**config.mk**
```make
export PLATFORM = sky130hd
export DESIGN_NAME = instruction_queue
export DESIGN_NICKNAME = d
export VERILOG_FILES = /design/src/rtl/instruction_queue.sv
export SDC_FILE = /design/constraint.sdc
export NUM_CORES = 1
export LEC_CHECK = 0
export CORE_MARGIN = 4
export CORE_UTILIZATION = 47
export DETAILED_ROUTE_END_ITERATION = 12
export PLACE_DENSITY_LB_ADDON = 0.3
export SETUP_SLACK_MARGIN = 0.2
export SYNTH_ARGS = -nofsm -noshare
export SYNTH_HDL_FRONTEND = slang
export SYNTH_SLANG_ARGS = --single-unit
```
**constraint.sdc**
```tcl
create_clock -name clock -period 4.6 [get_ports clock]
set_clock_uncertainty 0.05 [all_clocks]
set_input_delay 1.15 -clock clock [delete_from_list [all_inputs] [get_ports clock]]
set_output_delay 1.15 -clock clock [all_outputs]
set_load 0.02 [all_outputs]
```
**src/rtl/instruction_queue.sv**
```systemverilog
// instruction_queue
//
// Prefetch queue between the data bus and the control unit. Words arriving
// from the bus are buffered in a small circular FIFO. The word at the head
// is decoded into an opcode and three register operands. When the opcode
// MSB is set, the head owns the following stored word as its immediate.
// In that case the instruction is only presented once both words are
// stored, and an advance pops both words together.
//
// Ports:
//   clock       system clock, all state updates on the rising edge
//   notReset    asynchronous active-low reset
//   notLoad     active-low write strobe, `in` sampled at the rising edge
//   in          instruction/immediate word from the data bus
//   notAdvance  active-low, consumes the head instruction (and its immediate)
//   notFlush    active-low synchronous queue clear (highest priority)
//   outValid    head instruction complete and presented
//   outOpcode   opcode field of the head word
//   outOp0      operand field directly below the opcode
//   outOp1      middle operand field
//   outOp2      lowest operand field
//   outHasImm   opcode MSB of the head word (valid whenever count >= 1)
//   outImm      word following the head, when the head carries an immediate
//   full        count == DEPTH
//   empty       count == 0
//   count       number of words currently stored
//
// DEPTH must be a power of two and at least 2, and
// OPCODE_W + 3*OPERAND_W must equal WIDTH.

module instruction_queue #(
    parameter int WIDTH     = 16,
    parameter int DEPTH     = 4,
    parameter int OPCODE_W  = 7,
    parameter int OPERAND_W = 3
) (
    input  logic                       clock,
    input  logic                       notReset,
    input  logic                       notLoad,
    input  logic [WIDTH-1:0]           in,
    input  logic                       notAdvance,
    input  logic                       notFlush,
    output logic                       outValid,
    output logic [OPCODE_W-1:0]        outOpcode,
    output logic [OPERAND_W-1:0]       outOp0,
    output logic [OPERAND_W-1:0]       outOp1,
    output logic [OPERAND_W-1:0]       outOp2,
    output logic                       outHasImm,
    output logic [WIDTH-1:0]           outImm,
    output logic                       full,
    output logic                       empty,
    output logic [$clog2(DEPTH):0]     count
);

    localparam int PW = $clog2(DEPTH);
    localparam int CW = PW + 1;

    // Storage is not reset; only pointers and occupancy define what is valid.
    logic [WIDTH-1:0] mem [DEPTH];

    logic [PW-1:0] rd_ptr_reg, rd_ptr_next;
    logic [PW-1:0] wr_ptr_reg, wr_ptr_next;
    logic [CW-1:0] count_reg, count_next;

    logic [WIDTH-1:0] head_word;
    logic [WIDTH-1:0] imm_word;
    logic             has_imm;
    logic             head_valid;
    logic             load_ok;
    logic             adv_ok;
    logic [CW-1:0]    pop_cnt;

    // Head and head+1 entries; the +1 index wraps naturally at PW bits.
    assign head_word = mem[rd_ptr_reg];
    assign imm_word  = mem[rd_ptr_reg + PW'(1)];

    // An immediate-carrying head needs its second word stored before it
    // can be presented.
    assign has_imm    = (count_reg != '0) && head_word[WIDTH-1];
    assign head_valid = has_imm ? (count_reg >= CW'(2)) : (count_reg != '0);

    // A full queue refuses the load even if an advance frees a slot in the
    // same cycle; this keeps full off the load path.
    assign load_ok = !notLoad && notFlush && (count_reg < CW'(DEPTH));
    assign adv_ok  = !notAdvance && notFlush && head_valid;
    assign pop_cnt = adv_ok ? (has_imm ? CW'(2) : CW'(1)) : '0;

    always_comb begin
        rd_ptr_next = rd_ptr_reg;
        wr_ptr_next = wr_ptr_reg;
        count_next  = count_reg;
        if (!notFlush) begin
            rd_ptr_next = '0;
            wr_ptr_next = '0;
            count_next  = '0;
        end else begin
            rd_ptr_next = rd_ptr_reg + PW'(pop_cnt);
            wr_ptr_next = wr_ptr_reg + PW'(load_ok);
            count_next  = count_reg + CW'(load_ok) - pop_cnt;
        end
    end

    always_ff @(posedge clock or negedge notReset) begin
        if (!notReset) begin
            rd_ptr_reg <= '0;
            wr_ptr_reg <= '0;
            count_reg  <= '0;
        end else begin
            rd_ptr_reg <= rd_ptr_next;
            wr_ptr_reg <= wr_ptr_next;
            count_reg  <= count_next;
        end
    end

    always_ff @(posedge clock) begin
        if (load_ok) begin
            mem[wr_ptr_reg] <= in;
        end
    end

    // Decode outputs are gated by outValid so the controller never sees a
    // half-formed instruction. outHasImm is exposed earlier so the
    // controller can tell it is waiting on an immediate.
    always_comb begin
        outValid  = head_valid;
        outHasImm = has_imm;
        outOpcode = '0;
        outOp0    = '0;
        outOp1    = '0;
        outOp2    = '0;
        outImm    = '0;
        if (head_valid) begin
            outOpcode = head_word[WIDTH-1 -: OPCODE_W];
            outOp0    = head_word[WIDTH-OPCODE_W-1 -: OPERAND_W];
            outOp1    = head_word[2*OPERAND_W-1 -: OPERAND_W];
            outOp2    = head_word[OPERAND_W-1:0];
            if (has_imm) begin
                outImm = imm_word;
            end
        end
    end

    assign count = count_reg;
    assign full  = (count_reg == CW'(DEPTH));
    assign empty = (count_reg == '0);

endmodule
```
; Yosys cells after proc, flatten, opt, wreduce, memory -nomap -nowiden
; Memories as Yosys holds them, arrays and structs flattened.
; Index checks and enable logic that the tools add are counted.
[totals]
reg_bits = 7
latchBits = 0
mem_bits_rw = 64
mem_bits_ro = 0
inputBits = 21
output_inout_bits = 39
wordCells = 35
n_memories = 1
[mem_list]
columns = name, words, word_bits, rd, rd_clocked_by_memory_dff, write_ports, line_no
row1 = mem, 4, 16, 2, 0, 1, 59  ; logic [WIDTH-1:0] mem [DEPTH];
[op_classes]
add_sub_neg = 5
n_mul = 0
n_div = 0
n_lt_le_gt_ge = 2
eq_ne = 1
n_shift = 0
mux = 14
n_bitwise = 0
n_reduce_logical = 9
[ops]
columns = op, n
row1 = 16-bit 2-to-1 mux, 2
row2 = 3-bit 2-to-1 mux, 4
row3 = 2-bit 2-to-1 mux, 4
row4 = 7-bit 2-to-1 mux, 1
row5 = 1-bit logical AND, 5
row6 = 3-bit by 1-bit adder with 3-bit output, 1
row7 = "3-bit == test, second input constant", 1
row8 = "3-bit by 2-bit greater-or-equal comparator with 1-bit output, second input constant", 1
row9 = 3-bit zero test, 1
row10 = "3-bit less-than comparator, second input constant", 1
row11 = 1-bit 2-to-1 mux, 3
row12 = 3-bit nonzero test, 1
row13 = 3-bit by 2-bit subtractor with 3-bit output, 1
row14 = 2-bit by 1-bit adder with 2-bit output, 1
row15 = "2-bit by 1-bit adder with 2-bit output, second input constant", 1
row16 = 2-bit adder, 1
row17 = 1-bit zero test, 2

; Logic depth before layout (Yosys ltp)
[logic_depth]
depth_word = 7
mapped_depth = 12
mapped_depth_nobuf = 10

; Worst setup path before layout
; No wires, ideal clock.
[synth_path]
kind = input to register
startpoint = input port notFlush
endpoint = memory mem[0][0] (enable)
setup_time_ns = 0.413
arrival_time_ns = 2.998
setup_slack_ns = 1.139
stages = 3
path_buffers = 1
path_cell_list = clkbuf_1 nor3b_2 nor3b_1
[synth_via]
elab_chain_cells = 4
[synth_rtl]
columns = element, line_no
row1 = from (decl), 42  ; input logic notFlush,
row2 = 1-bit logical AND (2 in series), 84  ; assign load_ok = !notLoad && notFlush && (count_reg < CW'(DEPTH));
row3 = 1-bit 2-to-1 mux, 116  ; if (load_ok) begin
row4 = 1-bit 2-to-1 mux (not written as such), 117  ; mem[wr_ptr_reg] <= in;
row5 = to (decl), 59
; Every way passes these cells.

; Worst setup path after layout
[layout_path]
startpoint = register rd_ptr_reg[1]
endpoint = output port outOp0[0]
[layout_via]
elab_chain_cells = 4
[layout_rtl]
columns = element, line_no
row1 = from (decl), 61  ; logic [PW-1:0] rd_ptr_reg, rd_ptr_next;
row2 = from (signal assigned), 109  ; rd_ptr_reg <= rd_ptr_next;
row3 = memory read 4 x 16 bit *, --
row4 = 1-bit logical AND, 79  ; assign has_imm = (count_reg != '0) && head_word[WIDTH-1];
row5 = 1-bit 2-to-1 mux, 80  ; assign head_valid = has_imm ? (count_reg >= CW'(2)) : (count_reg != '0);
row6 = 3-bit 2-to-1 mux *, 132  ; if (head_valid) begin
row7 = to (decl), 45  ; output logic [OPERAND_W-1:0] outOp0,
; Every way passes the cells marked *; elsewhere a longest branch is shown, timed or not.

==> flow_summary.toml <==
[drt]
viasPerCell = 5.39
wl_met2_um = 3430
wl_per_cell_um = 18.8
drc = 0
ant_nets = 0
top_layer = "met4"
wl_met3_um = 305
dr.pass1.iters = 4
drt_iter0_drc = 122
drt-met1-wl_um = 2760
vias = 1891
drt-total-wl_um = 6600

[timing]
rsz0062_at_grt = "false"
fmax_ghz = 0.260
final_period_minus_worst_setup_slack_ns = 3.85
relSlewSlack_pct = 39.4
tightest_slew_ns = 0.910
finalSetupViolCount = 0
setup_tns_ns = 0
hold_slack_ns = 0.663
post-route-period-util_pct = 83.7
drv_slew = 0
finalHoldViolCount = 0

[clock_network]
cts_root_buf = "clkbuf_8"
cts_htree_levels = 3
cts_made_buffers = 9
cts_tree = "yes"
insertion_delay_ns = 0.33
cts_hold_buf = 0
post_cts_buffers = 0
cts_resized = 0
clkSlewWorstSetupHoldPaths_ns = 0.07
cts_max_path_buffers = 2
cts_sinks = 71

[synth]
post_synth_xor_area_fraction_pct = 1.29
synth_compound_area_share_pct = 0.737
synth_area_um2 = 3400
synthFlopType = "edfxtp_1"
synth_fa_ha_area_share_pct = 1.69
synth_top_family_by_area = "multiplexers"
synth_warnings = 0
synth-simple-area-share_pct = 10.5
synth_nets = 211
synth_top_area_share_pct = 56.6
synth_seq_cells = 71
muxShareOfSynthArea_pct = 21.8
syn_area_per_cell_um2 = 18.3
ys_top_cells_by_area = "edfxtp_1, mux4_2, nor2b_1"
synth_cells = 186
synth_edf_count = 64
synth.distinct_cells = 28
ys_seq_area_share_pct = 61.7
yosysTopAreaCell = "edfxtp_1"
async_flop_share_pct = 9.86

[pwr]
powerDensity_nw_per_um2 = 484
leakagePower_nw = 1.39
peakVddDrop_mv = 0.241
total_power_mw = 2.07

[cells_and_area]
fillCellCount = 527
mostFrequentLayoutCells = "edfxtp_1, clkdlybuf4s50_1, nor2b_1, mux4_2, clkbuf_8"
finish.utilization_pct = 62.0
layout_commonest_cell = "edfxtp_1"
syn2layout_area_growth_pct = 26.1
largest_reg_flops = 64
diodes = 0
final_nets = 275
drive_above_1_share_pct = 23.5

[critical_path]
crit_required_ns = 3.40
startpoint_type = "register"
reg2reg_from = "rd_ptr_reg[1]"
endpoint_kind = "primary output"
critPathLaunch = "rd_ptr_reg[1]"
worstPathArrival_ns = 2.65
slowest_delay_ns = 0.64
path_class = "register to primary output"
cp_slowest_cell = "clkdlybuf4s50_1"
cp_cell_sequence = "buf_4 > mux4_2 > o21a_2 > nor2b_1 > clkdlybuf4s50_1"
worst-path-max-fanout = 19

[global_routing]
grt_max_degree = 34
track_usage_pct = 16.8
grt_pass1_wl_um = 10800
antenna_found_initial = 0
grt_overflow = 0
grt_pass1_vias = 2036

[placed_design]
dp_hpwl_um = 4380
place_congestion = 0.702
io_buffers = 59

[hold_path]
hold_start = "wr_ptr_reg[1]"
holdCritPathClass = "register to register"

[die]
ios = 60
coreArea_um2 = 6910
rows = 30
die-area_um2 = 8650
die_w_um = 93.0
die_height_um = 93.0
start_util_pct = 49.2

[job]
cap_violations = 0

[outcome]
status = "complete, no violations"
-- logic make-up after synthesis --
| family | after synthesis |
|---|---|
| xor gates and xnor gates | 5 |
| DFF | 71 |
| muxes | 34 |
| AOI/OAI and AO/OA | 3 |
| buffers and inverters | 16 |
| and+or+nand+nor | 53 |
| adders and majority gates | 4 |
-- synth_stat cells (all sizes together), types with 2 or more instances --
master,number
nor2b,34
and2,5
ha,3
nand2,2
nor3b,4
clkbuf,3
xnor2,2
dfrtp,7
mux4,32
xor2,3
edfxtp,64
buf,8
inv,5
nor2,2
mux2i,2
-- worst paths after layout --
| check | endpoint | slack (ns) | depth (start not counted) |
|---|---|---|---|
| max in group asynchronous | rd_ptr_reg[1] | 3.20 | 1 |
| worst min-delay path | wr_ptr_reg[1] | 0.66 | 2 |
| min in group asynchronous | count[2] | 1.03 | 1 |
| worst max register to register | count[2] | 1.78 | 11 |
| worst min register to register | wr_ptr_reg[1] | 0.66 | 2 |
| worst max-delay path | outOp0[0] | 0.75 | 5 |
-- stage by stage --
stage | worst slack [ns] | cell area, um2 | instances
2_1_floorplan | 1.14 | 3400 | 186
3_3_place_gp | 1.05 | 4100 | 335
3_5_place_dp | 0.991 | 4100 | 335
4_1_cts | 0.712 | 4280 | 351
5_1_grt | 0.582 | 4280 | 351
6_report | 0.748 | 4280 | 351
-- report_power, final --
part	internal, mW	switching [mW]	leakage [nW]
combinational	0.395	0.431	0.624
sequential	0.743	0.0315	0.674
clock	0.246	0.227	0.0941
-- cell type report --
cell class / count / area (um2) / area share, %
sequential: 71 / 2100 / 49.0
multi-input combinational: 99 / 1230 / 28.7
timing repair buffer: 64 / 628 / 14.7
clock buffer: 9 / 124 / 2.89
tap: 96 / 120 / 2.80
clock inverter: 7 / 63.8 / 1.49
inverter: 5 / 18.8 / 0.438
-- layer usage --
layer / vias to the layer above / GRT usage (%)
li1: 857 / -
met1: 973 / 22.3
met2: 53 / 27.2
met3: 8 / 3.54
met4: 0 / 6.59
met5: - / 0
-- worst max-delay path, delay by kind of cell (launching register included) --
kind	cells	cell delay, ns
buffers and inverters	2	0.95
muxes	1	0.43
AOI/OAI and AO/OA	1	0.38
DFF	1	0.36
and+or+nand+nor	1	0.20
Power figures use the tool's default switching activity.
